**src/rtl/fifo_sync_param_if.sv**
```systemverilog
// Handshake/status bundle of the parametrised synchronous FIFO.
// master = requester side, slave = the FIFO itself.
interface fifo_sync_param_if #(
    parameter int WIDTH  = 8,
    parameter int ADDR_W = 4
);
    logic              flush;
    logic              do_write;
    logic [WIDTH-1:0]  di;
    logic              do_read;
    logic [WIDTH-1:0]  dout;
    logic              write_ack;
    logic              read_ack;
    logic              full;
    logic              empty;
    logic              almost_full;
    logic              almost_empty;
    logic [ADDR_W:0]   count;
    logic              overflow;
    logic              underflow;

    modport master (
        output flush, do_write, di, do_read,
        input  dout, write_ack, read_ack, full, empty, almost_full,
               almost_empty, count, overflow, underflow
    );

    modport slave (
        input  flush, do_write, di, do_read,
        output dout, write_ack, read_ack, full, empty, almost_full,
               almost_empty, count, overflow, underflow
    );
endinterface

```
**src/rtl/fifo_sync_param.sv**
```systemverilog
// Single-clock FIFO, power-of-two depth, registered read data, occupancy
// thresholds, sticky overflow/underflow and synchronous flush.
module fifo_sync_param #(
    parameter int WIDTH    = 8,
    parameter int ADDR_W   = 4,
    parameter int AF_LEVEL = (2**ADDR_W) - 2,
    parameter int AE_LEVEL = 2
) (
    input logic                clock,
    input logic                reset,
    fifo_sync_param_if.slave   bus
);
    localparam int DEPTH = 2**ADDR_W;
    localparam logic [ADDR_W:0] DEPTH_C = (ADDR_W+1)'(DEPTH);
    localparam logic [ADDR_W:0] AF_C    = (ADDR_W+1)'(AF_LEVEL);
    localparam logic [ADDR_W:0] AE_C    = (ADDR_W+1)'(AE_LEVEL);

    logic [WIDTH-1:0] mem [DEPTH];
    logic [ADDR_W:0]  wr_ptr, rd_ptr, cnt;
    logic [WIDTH-1:0] dout_q;
    logic             wack_q, rack_q, ovf_q, unf_q;
    logic             rd_ok, wr_ok;

    // A write into a full FIFO is legal only when a read frees a slot this cycle.
    assign rd_ok = bus.do_read & (cnt != '0);
    assign wr_ok = bus.do_write & ((cnt != DEPTH_C) | rd_ok);

    assign bus.dout         = dout_q;
    assign bus.write_ack    = wack_q;
    assign bus.read_ack     = rack_q;
    assign bus.count        = cnt;
    assign bus.empty        = (cnt == '0);
    assign bus.full         = (cnt == DEPTH_C);
    assign bus.almost_full  = (cnt >= AF_C);
    assign bus.almost_empty = (cnt <= AE_C);
    assign bus.overflow     = ovf_q;
    assign bus.underflow    = unf_q;

    always_ff @(posedge clock) begin
        if (wr_ok && !bus.flush)
            mem[wr_ptr[ADDR_W-1:0]] <= bus.di;
    end

    always_ff @(posedge clock or posedge reset) begin
        if (reset) begin
            wr_ptr <= '0;
            rd_ptr <= '0;
            cnt    <= '0;
            dout_q <= '0;
            wack_q <= 1'b0;
            rack_q <= 1'b0;
            ovf_q  <= 1'b0;
            unf_q  <= 1'b0;
        end else if (bus.flush) begin
            wr_ptr <= '0;
            rd_ptr <= '0;
            cnt    <= '0;
            wack_q <= 1'b0;
            rack_q <= 1'b0;
            ovf_q  <= 1'b0;
            unf_q  <= 1'b0;
        end else begin
            wack_q <= wr_ok;
            rack_q <= rd_ok;
            if (wr_ok)
                wr_ptr <= wr_ptr + 1'b1;
            if (rd_ok) begin
                rd_ptr <= rd_ptr + 1'b1;
                dout_q <= mem[rd_ptr[ADDR_W-1:0]];
            end
            case ({wr_ok, rd_ok})
                2'b10:   cnt <= cnt + 1'b1;
                2'b01:   cnt <= cnt - 1'b1;
                default: cnt <= cnt;
            endcase
            if (bus.do_write && !wr_ok)
                ovf_q <= 1'b1;
            if (bus.do_read && !rd_ok)
                unf_q <= 1'b1;
        end
    end
endmodule

```
**src/flat_wrapper.sv**
```systemverilog
// flat-port wrapper written by rule: the top's interface ports become plain ports
module fifo_sync_param_flat 
#(
    parameter int WIDTH    = 8,
    parameter int ADDR_W   = 4,
    parameter int AF_LEVEL = (2**ADDR_W) - 2,
    parameter int AE_LEVEL = 2
)
  (clock, reset, bus_flush, bus_do_write, bus_di, bus_do_read, bus_dout, bus_write_ack, bus_read_ack, bus_full, bus_empty, bus_almost_full, bus_almost_empty, bus_count, bus_overflow, bus_underflow);
  fifo_sync_param_if #(.WIDTH(WIDTH), .ADDR_W(ADDR_W)) bus_i ();
  input logic clock;
  input logic reset;
  input wire logic [$bits(bus_i.flush)-1:0] bus_flush;
  input wire logic [$bits(bus_i.do_write)-1:0] bus_do_write;
  input wire logic [$bits(bus_i.di)-1:0] bus_di;
  input wire logic [$bits(bus_i.do_read)-1:0] bus_do_read;
  output wire logic [$bits(bus_i.dout)-1:0] bus_dout;
  output wire logic [$bits(bus_i.write_ack)-1:0] bus_write_ack;
  output wire logic [$bits(bus_i.read_ack)-1:0] bus_read_ack;
  output wire logic [$bits(bus_i.full)-1:0] bus_full;
  output wire logic [$bits(bus_i.empty)-1:0] bus_empty;
  output wire logic [$bits(bus_i.almost_full)-1:0] bus_almost_full;
  output wire logic [$bits(bus_i.almost_empty)-1:0] bus_almost_empty;
  output wire logic [$bits(bus_i.count)-1:0] bus_count;
  output wire logic [$bits(bus_i.overflow)-1:0] bus_overflow;
  output wire logic [$bits(bus_i.underflow)-1:0] bus_underflow;
  assign bus_i.flush = bus_flush;
  assign bus_i.do_write = bus_do_write;
  assign bus_i.di = bus_di;
  assign bus_i.do_read = bus_do_read;
  assign bus_dout = bus_i.dout;
  assign bus_write_ack = bus_i.write_ack;
  assign bus_read_ack = bus_i.read_ack;
  assign bus_full = bus_i.full;
  assign bus_empty = bus_i.empty;
  assign bus_almost_full = bus_i.almost_full;
  assign bus_almost_empty = bus_i.almost_empty;
  assign bus_count = bus_i.count;
  assign bus_overflow = bus_i.overflow;
  assign bus_underflow = bus_i.underflow;
  fifo_sync_param #(.WIDTH(WIDTH), .ADDR_W(ADDR_W), .AF_LEVEL(AF_LEVEL), .AE_LEVEL(AE_LEVEL)) u_core (.clock(clock), .reset(reset), .bus(bus_i));
endmodule
```
**config.mk**
```make
export PLATFORM = sky130hd
export DESIGN_NAME = fifo_sync_param_flat
export DESIGN_NICKNAME = d
export VERILOG_FILES = /design/src/rtl/fifo_sync_param_if.sv /design/src/rtl/fifo_sync_param.sv /design/src/flat_wrapper.sv
export SDC_FILE = /design/constraint.sdc
export NUM_CORES = 1
export LEC_CHECK = 0
export ABC_CLOCK_PERIOD_IN_PS = 3600
export CORE_UTILIZATION = 60
export DETAILED_ROUTE_END_ITERATION = 10
export DONT_BUFFER_PORTS = 1
export GPL_ROUTABILITY_DRIVEN = 0
export PLACE_DENSITY = 0.76
export SLEW_MARGIN = 0
export SYNTH_ARGS = -nofsm -noshare
export SYNTH_HDL_FRONTEND = slang
export SYNTH_SLANG_ARGS = --single-unit
```
**constraint.sdc**
```tcl
create_clock -name clock -period 3.6 [get_ports clock]
set_input_delay 0.72 -clock clock [delete_from_list [all_inputs] [get_ports clock]]
set_output_delay 0.72 -clock clock [all_outputs]
set_load 0.01 [all_outputs]
```
==> impl_metrics.py, run 1 <==
metrics = {
    "logic_synthesis": {
        "syn_nets": 366,
        "yosys.area_share.simple_pct": 5.19,
        "synthDistinctLibCells": 40,
        "synth_top_family_by_area": "multiplexers",
        "synthFlopType": "edfxtp_1",
        "synth_edf_count": 128,
        "syn_area_per_cell_sq_um": 18.3,
        "synth_compound_area_share_pct": 4.10,
        "synth_xor_xnor_area_share_pct": 0.836,
        "syn_inst": 344,
        "yosysWarnings": 0,
        "muxShareOfSynthArea_pct": 15.0,
        "synthAdderAreaFrac_pct": 1.91,
        "async_flop_share_pct": 16.3,
        "synth-seq-cells": 153,
        "syn_area_sq_um": 6290,
        "ys_seq_area_share_pct": 71.1,
    },
    "flow_run": {
        "cap_violations": 0,
    },
    "sta": {
        "slew_viol_final": 0,
        "slew_headroom_pct": 26.8,
        "fin_crit_sh_pct": 81.0,
        "finalSetupViolations": 0,
        "min_period_ns": 2.92,
        "rsz0062_at_grt": "no",
        "final_hold_viol_count": 0,
        "fin_skew_ns": 0.00613,
        "tightest_slew_ns": 1.10,
        "max_freq_mhz": 343,
        "worst_slack_ns": 0.685,
        "setup_tns_ns": 0,
    },
    "worst_setup_path": {
        "crit_path_end_kind": "register",
        "crit_type": "reg -> reg",
        "required_ns": 4.05,
        "r2r_cells": 10,
        "critPathMaxFanout": 8,
        "worstPathArrival_ns": 3.36,
        "start_kind": "register",
    },
    "global_route": {
        "antenna_found_initial": 0,
        "grt_max_degree": 26,
        "overflow": 0,
        "grt_pass1_wl_um": 17900,
        "grt_pass1_vias": 3245,
        "track_usage_pct": 23.4,
    },
    "clock_tree": {
        "cts_sinks": 153,
        "clkSlewWorstSetupHoldPaths_ns": 0.06,
        "postCtsSetupRepairBufs": 0,
        "clk_latency_ns": 0.53,
        "cts_resized": 0,
        "cts_root_buffer": "clkbuf_8",
        "cts_buffer_depth": 2,
        "htreeDepth": 4,
        "hold_buffers": 0,
        "numCtsBuffers": 17,
        "cts_tree": "built",
    },
    "cells_and_area": {
        "nets": 384,
        "seqCellArea_sq_um": 4470,
        "final_util_pct": 68.9,
        "area_delta_synth_final_pct": 12.2,
        "finish.instance_area_sq_um": 7050,
        "fin_cells": 510,
        "drive_gt1_share_pct": 26.5,
        "num-fill-cells": 638,
        "antenna_cells": 0,
        "multi_input_area_sq_um": 1700,
    },
    "route": {
        "drtIter0Drc": 227,
        "wl_per_cell_um": 22.9,
        "vias": 3154,
        "drt-pass1-iter-count": 5,
        "drt_wl_total_um": 11700,
        "drc_errors": 0,
        "post_drt_via_cell_ratio": 6.18,
        "postRouteAntennaNets": 0,
    },
    "placement": {
        "dp.cells": 479,
        "portBuffers": 0,
        "hpwl_um": 7500,
        "dpl_cell_area_sq_um": 6500,
        "preCtsSetupSlack_ns": 0.685,
    },
    "floorplanning": {
        "initial_core_util_pct": 61.5,
        "die_x_um": 104,
        "rows": 37,
        "dieArea_sq_um": 10900,
        "ios": 34,
        "core_sq_um": 10200,
        "die_h_um": 104,
    },
    "pwr": {
        "combPwrFrac_pct": 15.6,
        "power_density_nw_per_um2": 652,
        "max-vdd-ir-drop_mv": 0.460,
        "swShare_pct": 27.6,
        "internal_power_mw": 3.33,
        "power_leakage_nw": 2.35,
        "power_frac_seq_pct": 48.4,
        "switching_power_mw": 1.27,
        "power_frac_clock_pct": 36.0,
    },
    "worst_hold_path": {
        "holdPathStages": 1,
        "hold_path.class": "in -> reg",
    },
    "run_status": {
        "status": "complete, no violations",
    },
}
-- through the flow --
| stage | total power, mW | hold WS, ns |
|---|---|---|
| CTS | 4.64 | 0.223 |
| detailed placement | 2.99 | 0.560 |
| finish | 4.60 | 0.245 |
| global placement | 2.96 | 0.553 |
| global route | 4.77 | 0.224 |
| floorplan | 2.83 | 0.525 |
-- cell type report --
| cell class | instances | share of cell area (%) |
|---|---|---|
| clock buffers | 17 | 5.87 |
| clock inverters | 14 | 1.99 |
| inverters | 9 | 0.514 |
| multi-input cells | 165 | 24.1 |
| flip-flops and latches | 153 | 63.4 |
| well taps | 136 | 2.41 |
| repair buffers | 16 | 1.70 |
-- layer usage --
layer	vias up	GRT usage (%)	share of wire [%]
li1	1387	-	-
met1	1599	28.9	40
met2	143	37.9	51
met3	25	7.02	7.2
met4	0	11.3	2.5
met5	-	0	0
-- worst paths after layout --
path,slack (ns),startpoint,endpoint
min,0.25,bus_flush,u_core.wr_ptr[3]$_DFFE_PP0P_
min in group asynchronous,0.33,reset,u_core.bus.read_ack$_DFF_PP0_
min reg2reg,0.57,u_core.bus.overflow$_DFFE_PP0P_,u_core.bus.overflow$_DFFE_PP0P_
max reg2reg,0.68,u_core.bus.count[0]$_DFFE_PP0P_,u_core.bus.count[4]$_DFFE_PP0P_
max,0.68,u_core.bus.count[0]$_DFFE_PP0P_,u_core.bus.count[4]$_DFFE_PP0P_
max in group asynchronous,2.58,reset,u_core.rd_ptr[0]$_DFFE_PP0P_
-- cell usage after synthesis, types with 5 or more instances --
| master | instances | area, sq um |
|---|---|---|
| mux2i_1 | 18 | 180 |
| mux4_2 | 32 | 721 |
| o221ai_2 | 8 | 120 |
| dfrtp_1 | 25 | 626 |
| edfxtp_1 | 128 | 3840 |
| ha_1 | 8 | 100 |
| inv_1 | 8 | 30.0 |
| nand2b_1 | 5 | 31.3 |
| nand2_1 | 14 | 52.6 |
| buf_2 | 5 | 25.0 |
| a21oi_1 | 7 | 35.0 |
| or3_1 | 5 | 31.3 |
| clkbuf_1 | 8 | 30.0 |
| nor2_1 | 29 | 109 |
-- cell usage in the layout (no fill, tap or decap), types with 5 or more instances in the layout --
cell and n:
buf_4 16, inv_1 8, dfrtp_1 24, nand2b_1 5, nand2_1 14, clkbuf_16 16, or3_1 5, o221ai_2 8
a21oi_1 7, ha_1 8, nor2_1 29, mux4_2 32, edfxtp_1 128, mux2i_1 18
-- critical path, cell delays in order (launching register included) --
cell,delay (ns)
dfrtp_1,0.48
or4_4,0.63
nor2_1,0.29
or2_2,0.20
inv_1,0.08
ha_1,0.33
nand2b_1,0.09
a21oi_1,0.10
or3_1,0.32
a21o_1,0.18
a31oi_1,0.13
-- power by group through the flow --
stage	registers (mW)	clock network [mW]	logic, mW
3_5_place_dp	2.27	0	0.723
4_1_cts	2.23	1.68	0.731
5_1_grt	2.25	1.74	0.783
6_report	2.23	1.65	0.720
2_1_floorplan	2.14	0	0.684
3_3_place_gp	2.26	0	0.701
-- logic make-up (layout without fill, tap and decap cells) --
kind of cell	after synthesis	after routing
flops	153	153
simple gates	68	68
xor+xnor	6	6
compound gates	28	28
mux	54	54
fa+ha+maj	9	9
buf+inv	26	56
-- sequential cells by signal, summed over array words and instances, names as in the netlist --
register and flops:
u_core.mem 128, u_core.bus.dout 8, u_core.bus.count 5, u_core.rd_ptr 4, u_core.wr_ptr 4, u_core.bus.overflow 1
u_core.bus.read_ack 1, u_core.bus.underflow 1, u_core.bus.write_ack 1
Note: power is estimated with default switching activity, not from simulation.
==> inputs of run 2 (changes only) <==
--- a/config.mk
+++ b/config.mk
@@ -5,12 +5,12 @@
 export SDC_FILE = /design/constraint.sdc
 export NUM_CORES = 1
 export LEC_CHECK = 0
-export ABC_CLOCK_PERIOD_IN_PS = 3600
-export CORE_UTILIZATION = 60
+export ABC_CLOCK_PERIOD_IN_PS = 2600
+export CORE_UTILIZATION = 57
 export DETAILED_ROUTE_END_ITERATION = 10
 export DONT_BUFFER_PORTS = 1
 export GPL_ROUTABILITY_DRIVEN = 0
-export PLACE_DENSITY = 0.76
+export PLACE_DENSITY = 0.75
 export SLEW_MARGIN = 0
 export SYNTH_ARGS = -nofsm -noshare
 export SYNTH_HDL_FRONTEND = slang
==> constraint.sdc (replaced) <==
create_clock -name clock -period 2.6 [get_ports clock]
set_input_delay 0.52 -clock clock [delete_from_list [all_inputs] [get_ports clock]]
set_output_delay 0.52 -clock clock [all_outputs]
set_load 0.01 [all_outputs]
==> run 2 against run 1 <==
- cell count is 0.78% higher
- routed wire length is 3.8% higher
- non-clock buffer count increased by 4
- clock skew is 0.0014 ns higher
- cell area rose by 1.5%
- clock power grew 50%
- clock-buffer cell count grew 1
- combinational power increased by 82%
==> impl_metrics.py, run 2 (same netlist as run 1, synthesis figures left out) <==
metrics = {
    "worst_setup_path": {
        "worstPathArrival_ns": 2.90,
        "critPathTopFamily": "simple AND/OR/NAND/NOR gates",
        "cp.buffers_inverters": 1,
        "crit_slowest_cell": "or4_4",
        "start_kind": "register",
        "cpPeakStageDelay_ns": 0.54,
        "path_cells": "or4_4 -> nor2_2 -> or2_2 -> inv_1 -> ha_1 -> nand2b_1 -> a21oi_1 -> or3_1 -> a21o_1 -> a31oi_1",
        "crit_type": "reg -> reg",
        "crit_path_end_kind": "register",
        "required_ns": 3.03,
        "critPathMaxFanout": 4,
    },
    "global_route": {
        "grt_pass1_wl_um": 19200,
        "track_usage_pct": 24.1,
        "grt_max_degree": 35,
        "overflow": 0,
        "antenna_found_initial": 0,
        "grt_pass1_vias": 3383,
    },
    "route": {
        "post_drt_via_cell_ratio": 6.15,
        "postRouteAntennaNets": 0,
        "wl_per_cell_um": 23.6,
        "drt-pass1-iter-count": 5,
        "drc_errors": 0,
        "drtIter0Drc": 318,
        "vias": 3160,
        "drt_wl_total_um": 12100,
    },
    "cells_and_area": {
        "num-fill-cells": 654,
        "largest_register_ff_count": 128,
        "multi_input_area_sq_um": 1710,
        "area_delta_synth_final_pct": 13.8,
        "drive_gt1_share_pct": 27.2,
        "layout_commonest_cell": "edfxtp_1",
        "seqCellArea_sq_um": 4470,
        "nets": 388,
        "antenna_cells": 0,
        "final_util_pct": 68.1,
        "mostFrequentLayoutCells": "edfxtp_1, mux4_2, nor2_1",
    },
    "sta": {
        "slew_viol_final": 0,
        "tightest_slew_ns": 1.01,
        "rsz0062_at_grt": "no",
        "fin_skew_ns": 0.00753,
        "finalSetupViolations": 0,
        "slew_headroom_pct": 32.2,
        "fin_crit_sh_pct": 94.8,
        "setup_tns_ns": 0,
        "final_hold_viol_count": 0,
        "min_period_ns": 2.47,
        "max_freq_mhz": 406,
        "worst_slack_ns": 0.134,
    },
    "clock_tree": {
        "htreeDepth": 4,
        "clkSlewWorstSetupHoldPaths_ns": 0.06,
        "cts_sinks": 153,
        "numCtsBuffers": 17,
        "cts_resized": 0,
        "cts_buffer_depth": 2,
        "cts_tree": "built",
        "cts_root_buffer": "clkbuf_8",
        "clk_latency_ns": 0.52,
    },
    "floorplanning": {
        "die_h_um": 107,
        "die_x_um": 107,
        "rows": 37,
        "dieArea_sq_um": 11500,
        "ios": 34,
        "core_sq_um": 10500,
        "initial_core_util_pct": 59.8,
    },
    "pwr": {
        "power_frac_clock_pct": 36.8,
        "internal_power_mw": 5.00,
        "switching_power_mw": 1.74,
        "power_frac_seq_pct": 43.8,
        "combPwrFrac_pct": 19.4,
        "swShare_pct": 25.9,
        "max-vdd-ir-drop_mv": 0.791,
        "power_leakage_nw": 2.40,
        "power_density_nw_per_um2": 942,
    },
    "placement": {
        "hpwl_um": 7560,
        "portBuffers": 0,
        "preCtsSetupSlack_ns": 0.114,
    },
    "flow_run": {
        "cap_violations": 0,
    },
    "run_status": {
        "status": "complete, no violations",
    },
    "worst_hold_path": {
        "hold_path.class": "in -> reg",
    },
}
[run 2: through the flow]
| step | hold WS [ns] | instances | area [sq um] | power [mW] |
|---|---|---|---|---|
| 6_report | 0.0589 | 514 | 7160 | 6.74 |
| 5_1_grt | 0.0275 | 514 | 7160 | 7.02 |
| 4_1_cts | 0.0359 | 513 | 7150 | 6.78 |
| 3_5_place_dp | 0.406 | 481 | 6540 | 4.30 |
| 3_3_place_gp | 0.397 | 481 | 6540 | 4.25 |
| 2_1_floorplan | 0.525 | 344 | 6290 | 3.92 |
[run 2: routing by layer]
metal	GRT usage (%)	up-vias	wire length [um]
li1	-	1396	-
met1	32.1	1621	4880
met2	38.3	123	6120
met3	7.48	20	903
met4	8.02	0	239
met5	0	-	0
[run 2: what timing repair did]
item | CTS | global route
endpoints found under the setup margin | 0 | 2
setup buffers | 0 | 1
hold buffers | 1 | 0
hold endpoints to repair | 7 | 0
[run 2: final cells by class]
type,instances,area share (%)
Clock inverter,13,2.50
Sequential cell,153,62.5
Tap cell,136,2.38
Multi-Input combinational cell,165,23.8
Clock buffer,18,5.84
Inverter,9,0.507
Timing Repair Buffer,20,2.48
[run 2: power by group through the flow]
stage	Combinational [mW]	Clock, mW	Sequential, mW
2_1_floorplan	0.951	0	2.97
3_3_place_gp	1.25	0	3.00
3_5_place_dp	1.29	0	3.01
4_1_cts	1.31	2.51	2.96
5_1_grt	1.43	2.62	2.98
6_report	1.31	2.48	2.95
[run 2: path summary, 6_finish.rpt]
check,start,cells past startpoint,slack (ns),end
max,u_core.bus.count[3]$_DFFE_PP0P_,10,0.13,u_core.bus.count[4]$_DFFE_PP0P_
min,bus_flush,1,0.06,u_core.rd_ptr[0]$_DFFE_PP0P_
max reg2reg,u_core.bus.count[3]$_DFFE_PP0P_,10,0.13,u_core.bus.count[4]$_DFFE_PP0P_
min reg2reg,u_core.bus.overflow$_DFFE_PP0P_,2,0.56,u_core.bus.overflow$_DFFE_PP0P_
max in group asynchronous,reset,3,1.61,u_core.bus.count[3]$_DFFE_PP0P_
min in group asynchronous,reset,2,0.42,u_core.bus.dout[6]$_DFFE_PP0P_
